<file path="src/rtl/pru_cmd_arbiter.sv">
// Two-port draw-command arbiter: one-packet buffer per requester, atomic A/B issue to the PRU preprocessor.
// Optional PRU_ARB_FIXED_PRIO_EN selects fixed priority (port 0 wins ties) instead of round-robin.
module pru_cmd_arbiter #(
  parameter int DATA_W = 32
) (
  input  logic              clk,
  input  logic              rst_n,
  input  logic              req0_write,
  input  logic [DATA_W-1:0] req0_data,
  output logic              req0_ack,
  input  logic              req1_write,
  input  logic [DATA_W-1:0] req1_data,
  output logic              req1_ack,
  output logic              pru_write,
  output logic [DATA_W-1:0] pru_data,
  input  logic              pru_busy,
  output logic              owner,
  output logic              pkt_done
);

  typedef enum logic [1:0] {ST_IDLE, ST_SEND_A, ST_SEND_B} state_t;
  typedef enum logic [1:0] {BUF_EMPTY, BUF_HALF, BUF_FULL} buf_t;

  state_t            r_state;
  state_t            w_state_nxt;
  buf_t              r_buf_st [2];
  logic [DATA_W-1:0] r_slot_a [2];
  logic [DATA_W-1:0] r_slot_b [2];
  logic [DATA_W-1:0] w_data   [2];
  logic              r_grant;
  logic              w_grant_nxt;
  logic              w_grant_sel;
  logic [1:0]        w_write;
  logic [1:0]        w_full;
  logic [1:0]        w_ack;

  assign w_write = {req1_write, req0_write};
  assign w_data[0] = req0_data;
  assign w_data[1] = req1_data;

  // Acks are held low while reset is asserted even though the buffers read EMPTY.
  always_comb begin
    for (int i = 0; i < 2; i++) begin
      w_full[i] = (r_buf_st[i] == BUF_FULL);
      w_ack[i]  = rst_n && w_write[i] && !w_full[i];
    end
  end

  assign req0_ack = w_ack[0];
  assign req1_ack = w_ack[1];

`ifdef PRU_ARB_FIXED_PRIO_EN
  assign w_grant_sel = !w_full[0];
`else
  logic r_last_grant;

  always_comb begin
    if (w_full[0] && w_full[1]) w_grant_sel = ~r_last_grant;
    else                        w_grant_sel = !w_full[0];
  end

  always_ff @(posedge clk or negedge rst_n) begin
    if (!rst_n)        r_last_grant <= 1'b1;
    else if (pkt_done) r_last_grant <= r_grant;
  end
`endif

  always_comb begin
    w_state_nxt = r_state;
    w_grant_nxt = r_grant;
    pru_write   = 1'b0;
    pru_data    = '0;
    owner       = 1'b0;
    pkt_done    = 1'b0;
    case (r_state)
      ST_IDLE: begin
        if (|w_full) begin
          w_grant_nxt = w_grant_sel;
          w_state_nxt = ST_SEND_A;
        end
      end
      ST_SEND_A: begin
        pru_write = 1'b1;
        pru_data  = r_slot_a[r_grant];
        owner     = r_grant;
        if (!pru_busy) w_state_nxt = ST_SEND_B;
      end
      ST_SEND_B: begin
        pru_write = 1'b1;
        pru_data  = r_slot_b[r_grant];
        owner     = r_grant;
        if (!pru_busy) begin
          pkt_done    = 1'b1;
          w_state_nxt = ST_IDLE;
        end
      end
      default: w_state_nxt = ST_IDLE;
    endcase
  end

  always_ff @(posedge clk or negedge rst_n) begin
    if (!rst_n) begin
      r_state     <= ST_IDLE;
      r_grant     <= 1'b0;
      r_buf_st[0] <= BUF_EMPTY;
      r_buf_st[1] <= BUF_EMPTY;
    end else begin
      r_state <= w_state_nxt;
      r_grant <= w_grant_nxt;
      // A FULL buffer never acks, so drain and fill cannot collide on one port.
      for (int i = 0; i < 2; i++) begin
        if (pkt_done && (r_grant == 1'(i)))
          r_buf_st[i] <= BUF_EMPTY;
        else if (w_ack[i])
          r_buf_st[i] <= (r_buf_st[i] == BUF_EMPTY) ? BUF_HALF : BUF_FULL;
      end
    end
  end

  always_ff @(posedge clk) begin
    for (int i = 0; i < 2; i++) begin
      if (w_ack[i]) begin
        if (r_buf_st[i] == BUF_EMPTY) r_slot_a[i] <= w_data[i];
        else                          r_slot_b[i] <= w_data[i];
      end
    end
  end

endmodule

</file>
<file path="config.mk">
export PLATFORM = sky130hd
export DESIGN_NAME = pru_cmd_arbiter
export DESIGN_NICKNAME = d
export VERILOG_FILES = /design/src/rtl/pru_cmd_arbiter.sv
export SDC_FILE = /design/constraint.sdc
export NUM_CORES = 1
export LEC_CHECK = 0
export CAP_MARGIN = 10
export CORE_MARGIN = 2
export CORE_UTILIZATION = 49
export DETAILED_ROUTE_END_ITERATION = 16
export PLACE_DENSITY_LB_ADDON = 0.15
export SYNTH_ARGS = -nofsm -noshare
export SYNTH_HDL_FRONTEND = slang
export SYNTH_SLANG_ARGS = --single-unit
export TNS_END_PERCENT = 50
</file>
<file path="constraint.sdc">
create_clock -name clk -period 4.7 [get_ports clk]
set_clock_uncertainty 0.2 [all_clocks]
set_input_delay 0.705 -clock clk [delete_from_list [all_inputs] [get_ports clk]]
set_output_delay 0.705 -clock clk [all_outputs]
set_load 0.005 [all_outputs]
</file>
==> metrics.yaml <==
logic_synthesis:
  syn-num-nets: 395
  ys_types: 28
  ys.flop_type: "edfxtp_1"
  syn_avg_cell_area_um2: 17.9
  synth.cell_area_um2: 5740
  synth_edf_count: 128
  syn_inst: 321
  yosys_warnings: 0
  ys_seq_elements: 136
  async_reset_ff_share_pct: 5.88
  ys_seq_area_share_pct: 70.5
worst_setup_path:
  crit_chain: "mux2_2, a22oi_1, nor2b_1, clkdlybuf4s50_1"
  r2r_slack_ns: 2.66
  cp_num_buf_inv: 1
  end_kind: "primary output"
  ff2ff_path_depth: 6
  cp.arrival_ns: 2.75
  cp-start-kind: "register"
  criticalPathCategory: "reg -> out"
  required_ns: 3.80
  cpPeakStageDelay_ns: 1.14
  crit_family: "flip-flops"
  cp.depth: 4
  slowest_stage: "dfrtp_4"
  crit_fanout: 71
  timing.rr.end: "r_state[1]$_DFFE_PN0P_"
  r2r-start: "r_state[1]$_DFFE_PN0P_"
cts:
  cts_root_buffer: "clkbuf_16"
  post_cts_resized: 0
  h-tree-depth: 4
  clk_path_buf_depth: 2
  numClockSinks: 136
  cts_buffers: 17
  cts_tree: "yes"
  postCtsHoldBufs: 0
  path_clk_slew_ns: 0.06
  postCtsSetupBuffers: 0
  clk_latency_ns: 0.41
sta:
  tns_ns: 0
  drv_slew: 0
  fmax_mhz: 273
  rsz0062_at_grt: "no"
  slew_headroom_pct: 24.4
  final_hold_viol_count: 0
  fin_crit_sh_pct: 77.8
  setup_viol: 0
  tightest_slew_ns: 1.13
  period_needed_ns: 3.66
global_route:
  grt_max_degree: 72
  antenna_found_initial: 0
  gr-usage-met1_pct: 24.5
  top_usage_layer: "met2"
  met3_usage_pct: 5.02
  grt_pass1_wl_um: 17900
  grt_overflow_total: 0
  grt_pass1_vias: 3406
  grt_use_total_pct: 18.9
  use_met2_pct: 30.8
place:
  dp_hpwl_um: 6780
  routabilityCongestion: 0.726
  portBuffers: 105
  placed_cell_area_um2: 6890
routing:
  routed-via-count: 3172
  via_per_inst: 5.39
  drc: 0
  wl_per_cell_um: 19.6
  routed_wl_um: 11500
  first_pass_iters: 4
  antenna_left: 0
  drt-initial-drc-count: 139
finish:
  antennaDiodeCount: 0
  area_growth_pct: 30.3
  layout.nets: 507
  drive_above_1_share_pct: 23.8
  fin_util_pct: 65.5
  design_area_um2: 7470
floorplan:
  core_um2: 11400
  die_area_um2: 12600
  die_h_um: 112
  start_util_pct: 50.2
  rows: 39
  io_pins: 106
  die_w_um: 112
worst_hold_path:
  hold_path_class: "reg -> reg"
  whs_path_depth: 2
  hold_path_end: "r_last_grant$_DFFE_PN1N_"
  worstHoldStart: "r_last_grant$_DFFE_PN1N_"
power_and_ir_drop:
  ir_worst_vdd_mv: 0.466
  power_density_nw_per_um2: 584
  p_leak_nw: 2.60
flow_run:
  drv_cap: 0
status:
  outcome: "finished, final reports clean"
==> power by group <==
group | total (W) | switching [W] | internal (W)
clock | 0.00131 | 0.000479 | 0.000826
sequential | 0.00170 | 0.000200 | 0.00150
combinational | 0.00136 | 0.000542 | 0.000820
==> synthesized netlist by cell type, types with 2 or more instances <==
library cell | count | share of area, %
a21oi_1 | 3 | 0.26
a22oi_1 | 32 | 4.2
and2_1 | 2 | 0.22
and3_1 | 2 | 0.22
buf_2 | 3 | 0.26
buf_6 | 2 | 0.39
buf_8 | 3 | 0.79
clkbuf_1 | 7 | 0.46
clkbuf_8 | 3 | 0.72
dfrtp_1 | 7 | 3.1
edfxtp_1 | 128 | 67
ha_1 | 5 | 1.1
inv_1 | 3 | 0.20
mux2_2 | 33 | 6.5
mux2_4 | 31 | 8.1
nand2_1 | 7 | 0.46
nand2b_1 | 3 | 0.33
nor2_1 | 2 | 0.13
nor2b_1 | 34 | 3.7
o22a_1 | 3 | 0.46
==> cell usage in the layout, fill, tap and decap left out, types with 2 or more instances in the layout <==
master / n
edfxtp_1: 128
clkdlybuf4s50_1: 105
nor2b_1: 34
mux2_2: 33
a22oi_1: 32
mux2_4: 31
clkbuf_16: 17
nand2_1: 7
buf_4: 6
dfrtp_1: 6
ha_1: 5
clkinv_2: 5
clkinvlp_4: 4
inv_1: 3
nand2b_1: 3
a21oi_1: 3
o22a_1: 3
bufinv_16: 3
nor2_1: 2
and2_1: 2
and3_2: 2
==> layout make-up <==
type	count	area [um^2]
fillers	838	3940
multi-input cells	164	1550
inverters	3	11.3
clock inverters	14	158
well taps	143	179
repair buffers	111	1100
clock buffers	18	429
flip-flops and latches	136	4050
==> layer usage <==
layer / routed length (um) / part of all wire (%)
met1: 5210 / 45
met2: 5620 / 49
met3: 618 / 5.4
met4: 75 / 0.65
met5: 0 / 0
==> sequential cells by signal, summed over array words and instances (netlist names) <==
signal,cells
r_state,2
r_slot_b,64
r_slot_a,64
r_last_grant,1
r_buf_st,4
r_grant,1
==> how the worst max path moves through the flow <==
stage,startpoint,end,slack (ns)
after global routing,r_grant$_DFFE_PN0P_,pru_data[1],0.89
after floorplan,req1_write,r_slot_a[1][0]$_DFFE_PP_,0.08
after global placement,rst_n,req0_ack,1.51
final,r_grant$_DFFE_PN0P_,pru_data[16],1.04
after CTS,r_grant$_DFFE_PN0P_,pru_data[3],1.02
after detailed placement,rst_n,req0_ack,1.46
==> kinds of logic after synthesis <==
| family | count (synthesis) | share of synthesized area [%] |
|---|---|---|
| and+or+nand+nor | 52 | 5.32 |
| DFF | 136 | 70.5 |
| AOI/OAI and AO/OA | 42 | 5.47 |
| buffers and inverters | 21 | 2.81 |
| muxes | 65 | 14.8 |
| adders and majority gates | 5 | 1.09 |
==> stage by stage <==
stage	setup slack [ns]	hold WS, ns	total power [W]	std cells
after detailed placement	1.46	0.249	0.00310	557
after CTS	1.02	0.260	0.00441	589
after global routing	0.885	0.280	0.00457	589
after floorplan	0.0752	0.209	0.00258	321
after global placement	1.51	0.250	0.00307	557
final	1.04	0.263	0.00437	589
==> worst register-to-register path, stage by stage (launching register included) <==
cell,delay (ns)
dfrtp_1,0.39
inv_1,0.10
ha_1,0.18
buf_4,0.27
o21a_1,0.27
a31oi_1,0.17
mux2_1,0.35
(Power assumes the default switching activity.)
